File: src/rtl/ptw_arb_pkg.sv
// Shared types and widths for the PTW request arbiter: FSM states,
// PTE flag bit positions and the packed walk-request payload.
package ptw_arb_pkg;

  localparam int unsigned VPN_W = 27;
  localparam int unsigned PPN_W = 20;
  localparam int unsigned FLG_W = 8;

  // PTE flag bit positions within resp_flags
  localparam int unsigned FLG_V = 0;
  localparam int unsigned FLG_R = 1;
  localparam int unsigned FLG_W_BIT = 2;
  localparam int unsigned FLG_X = 3;
  localparam int unsigned FLG_U = 4;
  localparam int unsigned FLG_G = 5;
  localparam int unsigned FLG_A = 6;
  localparam int unsigned FLG_D = 7;

  typedef enum logic [1:0] {
    ST_IDLE  = 2'd0,
    ST_ISSUE = 2'd1,
    ST_WAIT  = 2'd2
  } arb_state_e;

  typedef struct packed {
    logic [VPN_W-1:0] addr;
    logic             fetch;
    logic             store;
    logic             pum;
    logic             mxr;
    logic [1:0]       prv;
  } ptw_req_t;

endpackage

File: src/rtl/ptw_req_arbiter_if.sv
// Refill request/response channel between a TLB-side requester (master)
// and a page-table walker (slave); used on both sides of the arbiter.
interface ptw_req_arbiter_if;
  import ptw_arb_pkg::*;

  logic             req_valid;
  logic             req_ready;
  ptw_req_t         req;
  logic             resp_valid;
  logic [PPN_W-1:0] resp_ppn;
  logic [FLG_W-1:0] resp_flags;
  logic             invalidate;

  modport master (
    output req_valid, req,
    input  req_ready, resp_valid, resp_ppn, resp_flags, invalidate
  );

  modport slave (
    input  req_valid, req,
    output req_ready, resp_valid, resp_ppn, resp_flags, invalidate
  );

endinterface

File: src/rtl/rr_arb2.sv
// Two-way round-robin grant: a lone requester always wins, a tie goes to prio.
module rr_arb2 (
  input  logic [1:0] valid,
  input  logic       prio,
  output logic [1:0] grant
);

  assign grant = (&valid) ? (prio ? 2'b10 : 2'b01) : valid;

endmodule

File: src/rtl/ptw_req_arbiter.sv
// Shares one PTW port between ITLB (r0) and DTLB (r1): round-robin grant,
// registered request toward the PTW, response routed back to the owner.
module ptw_req_arbiter
  import ptw_arb_pkg::*;
(
  input  logic                clock,
  input  logic                reset,
  ptw_req_arbiter_if.slave    r0,
  ptw_req_arbiter_if.slave    r1,
  ptw_req_arbiter_if.master   ptw,
  output logic                owner,
  output logic                spurious_resp
);

  arb_state_e state;
  logic       prio;
  ptw_req_t   req_q;
  logic       req_valid_q;
  logic [1:0] grant;
  logic       resp_hit;

  rr_arb2 u_rr_arb2 (
    .valid ({r1.req_valid, r0.req_valid}),
    .prio  (prio),
    .grant (grant)
  );

  // Requests are only taken while no walk is in flight
  assign r0.req_ready = (state == ST_IDLE) && grant[0];
  assign r1.req_ready = (state == ST_IDLE) && grant[1];

  assign ptw.req_valid = req_valid_q;
  assign ptw.req       = req_q;

  // Response forwarded with zero latency to the walk owner only
  assign resp_hit      = (state == ST_WAIT) && ptw.resp_valid;
  assign r0.resp_valid = resp_hit && !owner;
  assign r1.resp_valid = resp_hit && owner;
  assign r0.resp_ppn   = ptw.resp_ppn;
  assign r1.resp_ppn   = ptw.resp_ppn;
  assign r0.resp_flags = ptw.resp_flags;
  assign r1.resp_flags = ptw.resp_flags;
  assign r0.invalidate = ptw.invalidate;
  assign r1.invalidate = ptw.invalidate;

  always_ff @(posedge clock) begin
    if (!reset) begin
      state         <= ST_IDLE;
      prio          <= 1'b0;
      owner         <= 1'b0;
      spurious_resp <= 1'b0;
      req_q         <= '0;
      req_valid_q   <= 1'b0;
    end else begin
      // Any response not answering an accepted walk is sticky-flagged
      if (ptw.resp_valid && (state != ST_WAIT)) begin
        spurious_resp <= 1'b1;
      end
      case (state)
        ST_IDLE: begin
          if (grant != 2'b00) begin
            req_q       <= grant[1] ? r1.req : r0.req;
            owner       <= grant[1];
            req_valid_q <= 1'b1;
            state       <= ST_ISSUE;
          end
        end
        ST_ISSUE: begin
          if (ptw.req_ready) begin
            req_valid_q <= 1'b0;
            state       <= ST_WAIT;
          end
        end
        ST_WAIT: begin
          if (ptw.resp_valid) begin
            prio  <= ~owner;
            state <= ST_IDLE;
          end
        end
        default: begin
          req_valid_q <= 1'b0;
          state       <= ST_IDLE;
        end
      endcase
    end
  end

endmodule

File: src/flat_wrapper.sv
// flat-port wrapper written by rule: the top's interface ports become plain ports
module ptw_req_arbiter_flat import ptw_arb_pkg::*;
  (clock, reset, owner, spurious_resp, r0_req_valid, r0_req, r0_req_ready, r0_resp_valid, r0_resp_ppn, r0_resp_flags, r0_invalidate, r1_req_valid, r1_req, r1_req_ready, r1_resp_valid, r1_resp_ppn, r1_resp_flags, r1_invalidate, ptw_req_valid, ptw_req, ptw_req_ready, ptw_resp_valid, ptw_resp_ppn, ptw_resp_flags, ptw_invalidate);
  ptw_req_arbiter_if r0_i ();
  ptw_req_arbiter_if r1_i ();
  ptw_req_arbiter_if ptw_i ();
  input  logic clock;
  input  logic reset;
  output logic owner;
  output logic spurious_resp;
  input wire logic [$bits(r0_i.req_valid)-1:0] r0_req_valid;
  input wire logic [$bits(r0_i.req)-1:0] r0_req;
  output wire logic [$bits(r0_i.req_ready)-1:0] r0_req_ready;
  output wire logic [$bits(r0_i.resp_valid)-1:0] r0_resp_valid;
  output wire logic [$bits(r0_i.resp_ppn)-1:0] r0_resp_ppn;
  output wire logic [$bits(r0_i.resp_flags)-1:0] r0_resp_flags;
  output wire logic [$bits(r0_i.invalidate)-1:0] r0_invalidate;
  input wire logic [$bits(r1_i.req_valid)-1:0] r1_req_valid;
  input wire logic [$bits(r1_i.req)-1:0] r1_req;
  output wire logic [$bits(r1_i.req_ready)-1:0] r1_req_ready;
  output wire logic [$bits(r1_i.resp_valid)-1:0] r1_resp_valid;
  output wire logic [$bits(r1_i.resp_ppn)-1:0] r1_resp_ppn;
  output wire logic [$bits(r1_i.resp_flags)-1:0] r1_resp_flags;
  output wire logic [$bits(r1_i.invalidate)-1:0] r1_invalidate;
  output wire logic [$bits(ptw_i.req_valid)-1:0] ptw_req_valid;
  output wire logic [$bits(ptw_i.req)-1:0] ptw_req;
  input wire logic [$bits(ptw_i.req_ready)-1:0] ptw_req_ready;
  input wire logic [$bits(ptw_i.resp_valid)-1:0] ptw_resp_valid;
  input wire logic [$bits(ptw_i.resp_ppn)-1:0] ptw_resp_ppn;
  input wire logic [$bits(ptw_i.resp_flags)-1:0] ptw_resp_flags;
  input wire logic [$bits(ptw_i.invalidate)-1:0] ptw_invalidate;
  assign r0_i.req_valid = r0_req_valid;
  assign r0_i.req = r0_req;
  assign r0_req_ready = r0_i.req_ready;
  assign r0_resp_valid = r0_i.resp_valid;
  assign r0_resp_ppn = r0_i.resp_ppn;
  assign r0_resp_flags = r0_i.resp_flags;
  assign r0_invalidate = r0_i.invalidate;
  assign r1_i.req_valid = r1_req_valid;
  assign r1_i.req = r1_req;
  assign r1_req_ready = r1_i.req_ready;
  assign r1_resp_valid = r1_i.resp_valid;
  assign r1_resp_ppn = r1_i.resp_ppn;
  assign r1_resp_flags = r1_i.resp_flags;
  assign r1_invalidate = r1_i.invalidate;
  assign ptw_req_valid = ptw_i.req_valid;
  assign ptw_req = ptw_i.req;
  assign ptw_i.req_ready = ptw_req_ready;
  assign ptw_i.resp_valid = ptw_resp_valid;
  assign ptw_i.resp_ppn = ptw_resp_ppn;
  assign ptw_i.resp_flags = ptw_resp_flags;
  assign ptw_i.invalidate = ptw_invalidate;
  ptw_req_arbiter u_core (.clock(clock), .reset(reset), .r0(r0_i), .r1(r1_i), .ptw(ptw_i), .owner(owner), .spurious_resp(spurious_resp));
endmodule
File: config.mk
export PLATFORM = sky130hd
export DESIGN_NAME = ptw_req_arbiter_flat
export DESIGN_NICKNAME = d
export VERILOG_FILES = /design/src/rtl/ptw_arb_pkg.sv /design/src/rtl/ptw_req_arbiter_if.sv /design/src/rtl/rr_arb2.sv /design/src/rtl/ptw_req_arbiter.sv /design/src/flat_wrapper.sv
export SDC_FILE = /design/constraint.sdc
export NUM_CORES = 1
export LEC_CHECK = 0
export CORE_ASPECT_RATIO = 1.5
export CORE_MARGIN = 3
export CORE_UTILIZATION = 32
export DETAILED_ROUTE_END_ITERATION = 10
export PLACE_DENSITY = 0.83
export SLEW_MARGIN = 20
export SYNTH_ARGS = -nofsm -noshare
export SYNTH_HDL_FRONTEND = slang
export SYNTH_SLANG_ARGS = --single-unit
File: constraint.sdc
create_clock -name clock -period 1.3 [get_ports clock]
set_clock_uncertainty 0.05 [all_clocks]
set_input_delay 0.13 -clock clock [delete_from_list [all_inputs] [get_ports clock]]
set_output_delay 0.13 -clock clock [all_outputs]
set_load 0.02 [all_outputs]
==> impl_metrics.json, run 1 <==
{
  "status": "finished, violations left",
  "violations_in_the_final_reports": "negative setup slack",
  "numClockSinks": 39,
  "placed_area_um2": 3640,
  "dpl.cell_count": 439,
  "synth_top_cell_area_share_pct": 28.2,
  "yosys_warnings": 0,
  "drv.max_cap_violation_count": 0,
  "final-hold-violation-count": 0,
  "dr_total_vias": 2358,
  "num-nets-final": 451,
  "hold_wc_startpoint": "ptw_resp_flags[0]",
  "detail_route.first_pass.iterations": 5,
  "flow.area_growth_from_synthesis_pct": 41.2,
  "pin_count_of_the_biggest_net_entering_global_routing": 40,
  "leading_cell_types_in_the_layout_fill_and_taps_excluded": "sky130_fd_sc_hd__clkdlybuf4s50_1, sky130_fd_sc_hd__dfxtp_1, sky130_fd_sc_hd__dlygate4sd2_1",
  "stdcell_area_um2": 3900,
  "avgViaCountPerCell": 5.17,
  "fillers": 813,
  "hold_path_sink": "r0_resp_flags[0]",
  "path_class": "flop to output pin",
  "finalCoreUtilization_pct": 47.6,
  "netlist_instances": 285,
  "crit_path_start_kind": "flop",
  "first_global_vias": 2422,
  "finalSetupViolations": 37,
  "hold-path-cell-count": 0,
  "groute.usage.overall_pct": 16.0,
  "drt_drc_violations_left": 0,
  "class_of_the_worst_hold_path": "primary input to output pin",
  "ir_worst_vdd_mv": 0.495,
  "synth-seq-cells": 39,
  "crit_path_end_kind": "output pin",
  "stdcell_count": 456,
  "maximum_net_fanout_on_the_critical_path": 2,
  "cts_root_buffer": "sky130_fd_sc_hd__clkbuf_16",
  "cts.hold.buffers_added": 0,
  "insertion_delay_ns": 0.27,
  "cts-root-to-sink-buffers": 2,
  "fin_worst_hold_slack_ns": 0.210,
  "r2r_cells": 6,
  "drive_above_1_share_pct": 24.8,
  "core-area_um2": 8210,
  "netlist_area_um2": 2760,
  "final_min_period_over_clock_period_pct": 113,
  "regToRegEndpoint": "u_core.ptw.req[5]$_SDFFE_PN0P_",
  "antenna-diode-count": 0,
  "setup_tns_ns": -3.46,
  "rows": 40,
  "die_h_um": 120,
  "regToRegStartpoint": "u_core.state[1]$_SDFFE_PN0P_",
  "avgRoutedWirePerCell_um": 17.4,
  "floorplan_die_width_um": 81.9,
  "setup_slack_ns": -0.174,
  "synth_nets": 386,
  "r2r_setup_slack_ns": -0.11,
  "final.min_clock_period_ns": 1.47,
  "power_per_cell_area_nw_per_um2": 1030,
  "yosysSeqAreaShare_pct": 28.2,
  "worst_pin_slew_ns": 0.361,
  "cts-buffers-inserted": 5,
  "rsz0062_at_grt": "yes",
  "drt_iter0_drc": 91,
  "layout.cells.most_common": "sky130_fd_sc_hd__clkdlybuf4s50_1",
  "clock_tree_from_tritoncts": "done",
  "overflow_after_grt": 0,
  "clk_pin_slew_ns": 0.06,
  "buffer_ports.inserted": 111,
  "htree_num_levels": 2,
  "synth_area_leaders": "sky130_fd_sc_hd__dfxtp_1, sky130_fd_sc_hd__buf_4, sky130_fd_sc_hd__o21bai_2",
  "power.leakage_nw": 1.79,
  "max_freq_mhz": 678,
  "cell_taking_the_most_area_after_synthesis": "sky130_fd_sc_hd__dfxtp_1",
  "final_max_slew_viol_count": 0,
  "synth_cell_type_count": 31,
  "initial_utilization_pct": 33.7,
  "design.die.area_um2": 9810,
  "critical_path_arrival_ns": 1.29,
  "routabilityCongestion": 0.703,
  "timing.max_slew.rel_slack_pct": 75.9,
  "grt_pass1_wl_mm": 12.3,
  "pin_count": 199,
  "worst-endpoint-required_ns": 1.12,
  "place_ws_ns": -0.633,
  "drt-total-wl_mm": 7.93,
  "antenna_found_initial": 0,
  "place_hpwl_mm": 5.37,
  "ant_nets": 0,
  "post_syn_area_per_cell_um2": 9.70,
  "total_power_mw": 4.03
}
-- cells in the mapped netlist (all sizes together) --
master	instances
nor2b	3
or3b	1
and3	34
nor3	1
o21bai	33
nor2	3
a21boi	34
and4bb	1
dfxtp	39
and2	1
a21oi	3
nand3b	1
nand2b	2
o22ai	1
nand2	2
inv	1
a32oi	1
clkbuf	12
or2	1
o21ai	2
o311a	33
buf	75
nor4bb	1
-- worst max path at each step --
stage          slack [ns]                  endpoint  cells past startpoint                          from
2_1_floorplan       0.007  u_core.prio$_SDFFE_PN0P_                      3     u_core.owner$_SDFFE_PN0P_
4_1_cts             -0.16              r0_req_ready                      3  u_core.state[1]$_SDFFE_PN0P_
5_1_grt             -0.22              r0_req_ready                      3  u_core.state[1]$_SDFFE_PN0P_
3_5_place_dp        -0.63              r0_req_ready                      4                  r0_req_valid
3_3_place_gp        -0.61              r0_req_ready                      4                  r0_req_valid
6_report            -0.17              r0_req_ready                      3  u_core.state[1]$_SDFFE_PN0P_
-- repair_timing --
item                       4_1_cts  5_1_grt
buffers inserted                 2        3
gates cloned                     3        1
pin swaps                        7       30
hold endpoints to repair         0        0
gates resized for setup         78        7
setup endpoints to repair       73       38
-- final cells by class --
class	count	area [um2]	share of cell area [%]
timing repair buffer	145	1470	37.6
multi-input combinational	158	1380	35.3
sequential	39	783	20.1
tap	105	131	3.37
clock buffer	6	129	3.30
clock inverter	2	12.5	0.321
inverter	1	3.75	0.0962
-- logic make-up after synthesis --
logic type	Yosys count	synth area share, %
AO/OA/AOI/OAI	107	35.8
buffers and inverters	88	23.9
flip-flops	39	28.2
AND/OR/NAND/NOR	51	12.0
-- flip-flops by register name, summed over array words and instances, names as in the netlist --
name                  flops
u_core.owner              1
u_core.prio               1
u_core.ptw.req           33
u_core.ptw.req_valid      1
u_core.spurious_resp      1
u_core.state              2
-- worst max-delay path: stages, from the launching register on --
cell and delay (ns):
sky130_fd_sc_hd__dfxtp_2 0.32, sky130_fd_sc_hd__or3b_1 0.41, sky130_fd_sc_hd__a21oi_1 0.14, sky130_fd_sc_hd__buf_4 0.16
-- layer usage --
metal / wire (um) / track usage (%) / up-vias / share of wire, %
met2: 4200 / 28.6 / 75 / 53
met4: 287 / 8.63 / 0 / 3.6
li1: - / - / 1123 / -
met3: 473 / 2.70 / 32 / 6.0
met5: 0 / 0 / - / 0
met1: 2970 / 17.3 / 1128 / 37
-- where the power goes --
group / switching (mW) / internal [mW] / leakage [nW] / total, mW
logic: 0.654 / 0.806 / 1.40 / 1.46
clock network: 0.476 / 0.708 / 0.0669 / 1.18
registers: 0.0569 / 1.33 / 0.324 / 1.39
Note: power is estimated with default switching activity, not from simulation.
==> run 2: changes to the inputs <==
TNS_END_PERCENT = 50   (was not set)
==> run 2 against run 1 <==
Compared with the run above: the run still ends with negative setup slack left; register-to-register slack about the same; clock power is essentially flat; core utilization grew 0.061 points; cell count is the same; critical path depth unchanged; sequential share of layout area is essentially flat; power up 0.13%; critical path type unchanged; critical endpoint unchanged; largest cell class unchanged; highest routed layer unchanged.
==> impl_metrics.json, run 2 (synthesized netlist as in run 1, its figures left out) <==
{
  "status": "finished, violations left",
  "violations_in_the_final_reports": "negative setup slack",
  "power_per_cell_area_nw_per_um2": 1030,
  "crit_path_end_kind": "output pin",
  "path_class": "flop to output pin",
  "cts-root-to-sink-buffers": 2,
  "regToRegStartpoint": "u_core.state[1]$_SDFFE_PN0P_",
  "class_of_the_worst_hold_path": "primary input to output pin",
  "timing.max_slew.rel_slack_pct": 75.3,
  "clk_pin_slew_ns": 0.06,
  "final_min_period_over_clock_period_pct": 113,
  "ant_nets": 0,
  "avgViaCountPerCell": 5.19,
  "final_max_slew_viol_count": 0,
  "r2r_cells": 6,
  "clock_tree_from_tritoncts": "done",
  "ir_worst_vdd_mv": 0.496,
  "first_global_vias": 2411,
  "core-area_um2": 8210,
  "total_power_mw": 4.04,
  "crit_path_start_kind": "flop",
  "placed_area_um2": 3640,
  "cts.hold.buffers_added": 0,
  "overflow_after_grt": 0,
  "routabilityCongestion": 0.703,
  "groute.usage.overall_pct": 16.1,
  "place_ws_ns": -0.633,
  "stdcell_count": 456,
  "max_freq_mhz": 679,
  "place_hpwl_mm": 5.37,
  "largest_register_ff_count": 33,
  "worst-endpoint-required_ns": 1.12,
  "setup_tns_ns": -3.52,
  "worst_pin_slew_ns": 0.370,
  "numClockSinks": 39,
  "grt_pass1_wl_mm": 12.3,
  "setup_slack_ns": -0.173,
  "cts_root_buffer": "sky130_fd_sc_hd__clkbuf_16",
  "antenna_found_initial": 0,
  "num-nets-final": 451,
  "floorplan_die_width_um": 81.9,
  "worst_setup_path_startpoint": "u_core.state[1]$_SDFFE_PN0P_",
  "timing.critical_path.to": "r0_req_ready",
  "drt_drc_violations_left": 0,
  "hold-path-cell-count": 0,
  "critical_path_arrival_ns": 1.29,
  "avgRoutedWirePerCell_um": 17.4,
  "htree_num_levels": 2,
  "dpl.cell_count": 439,
  "power.leakage_nw": 1.80,
  "rsz0062_at_grt": "yes",
  "maximum_net_fanout_on_the_critical_path": 2,
  "drive_above_1_share_pct": 24.8,
  "insertion_delay_ns": 0.27,
  "pin_count": 199,
  "final-hold-violation-count": 0,
  "layout.cells.most_common": "sky130_fd_sc_hd__clkdlybuf4s50_1",
  "drv.max_cap_violation_count": 0,
  "cts-buffers-inserted": 5,
  "finalSetupViolations": 37,
  "r2r_setup_slack_ns": -0.11,
  "drt-total-wl_mm": 7.91,
  "die_h_um": 120,
  "area.sequential_um2": 783,
  "antenna-diode-count": 0,
  "fillers": 816,
  "regToRegEndpoint": "u_core.ptw.req[5]$_SDFFE_PN0P_",
  "rows": 40,
  "drt_iter0_drc": 71,
  "detail_route.first_pass.iterations": 4,
  "design.die.area_um2": 9810,
  "pin_count_of_the_biggest_net_entering_global_routing": 40,
  "initial_utilization_pct": 33.7,
  "stdcell_area_um2": 3910,
  "final.min_clock_period_ns": 1.47,
  "dr_total_vias": 2366,
  "buffer_ports.inserted": 111,
  "multi_input_comb_area_um2": 1380,
  "flow.area_growth_from_synthesis_pct": 41.4,
  "leading_cell_types_in_the_layout_fill_and_taps_excluded": "sky130_fd_sc_hd__clkdlybuf4s50_1, sky130_fd_sc_hd__dfxtp_1, sky130_fd_sc_hd__dlygate4sd2_1"
}
-- run 2: changes by cell type in the layout (fill, tap and decap cells not counted) --
| cell | before | now |
|---|---|---|
| sky130_fd_sc_hd__buf_12 | 8 | 9 |
| sky130_fd_sc_hd__buf_8 | 1 | 0 |
-- run 2: worst max-delay path, stage by stage, from the launching register on --
cell and delay (ns):
sky130_fd_sc_hd__dfxtp_2 0.32, sky130_fd_sc_hd__or3b_1 0.41, sky130_fd_sc_hd__a21oi_1 0.14, sky130_fd_sc_hd__buf_4 0.16
-- run 2: report_power, final --
part | switching, mW | total (mW) | internal (mW) | leakage, nW
Clock | 0.477 | 1.19 | 0.708 | 0.0669
Sequential | 0.0571 | 1.39 | 1.33 | 0.324
Combinational | 0.653 | 1.46 | 0.810 | 1.40
Total | 1.19 | 4.04 | 2.85 | 1.80
-- run 2: worst min path at each step --
stage / start / endpoint / slack (ns)
3_3_place_gp: ptw_resp_ppn[13] / r0_resp_ppn[13] / 0.21
6_report: ptw_resp_flags[0] / r0_resp_flags[0] / 0.21
2_1_floorplan: ptw_resp_valid / u_core.spurious_resp$_SDFFE_PN0P_ / 0.24
4_1_cts: ptw_resp_ppn[13] / r0_resp_ppn[13] / 0.21
5_1_grt: ptw_resp_flags[0] / r1_resp_flags[0] / 0.21
3_5_place_dp: ptw_resp_ppn[13] / r0_resp_ppn[13] / 0.21
-- run 2: what timing repair did --
item | in CTS | in global routing
buffers inserted | 2 | 3
pin swaps | 9 | 29
cloned | 3 | 1
resized for setup | 78 | 8
setup endpoints to repair | 73 | 38
-- run 2: per-layer routing --
layer,routed length (um),vias up,global-route usage [%]
li1,-,1122,-
met2,4240,79,28.8
met1,2960,1135,17.6
met4,251,0,8.11
met5,0,-,0
met3,468,30,2.70
-- run 2: layout make-up --
cell class,count,share of cell area (%)
Timing Repair Buffer,145,37.7
Inverter,1,0.0960
Sequential cell,39,20.0
Multi-Input combinational cell,158,35.2
Tap cell,105,3.36
Clock inverter,2,0.320
Clock buffer,6,3.30
-- run 2: metrics by stage --
stage	utilization, %	hold slack, ns
after global placement	44.4	0.210
final	47.6	0.210
after floorplan	-	0.243
after global routing	47.6	0.210
after CTS	46.7	0.210
after detailed placement	44.4	0.210
==> run 3: changes to the inputs <==
HOLD_SLACK_MARGIN = 0.03   (was not set)
RECOVER_POWER = 50   (was not set)
==> results of run 3 <==
The final DEF is identical to that of run 2; final timing and power are the same.
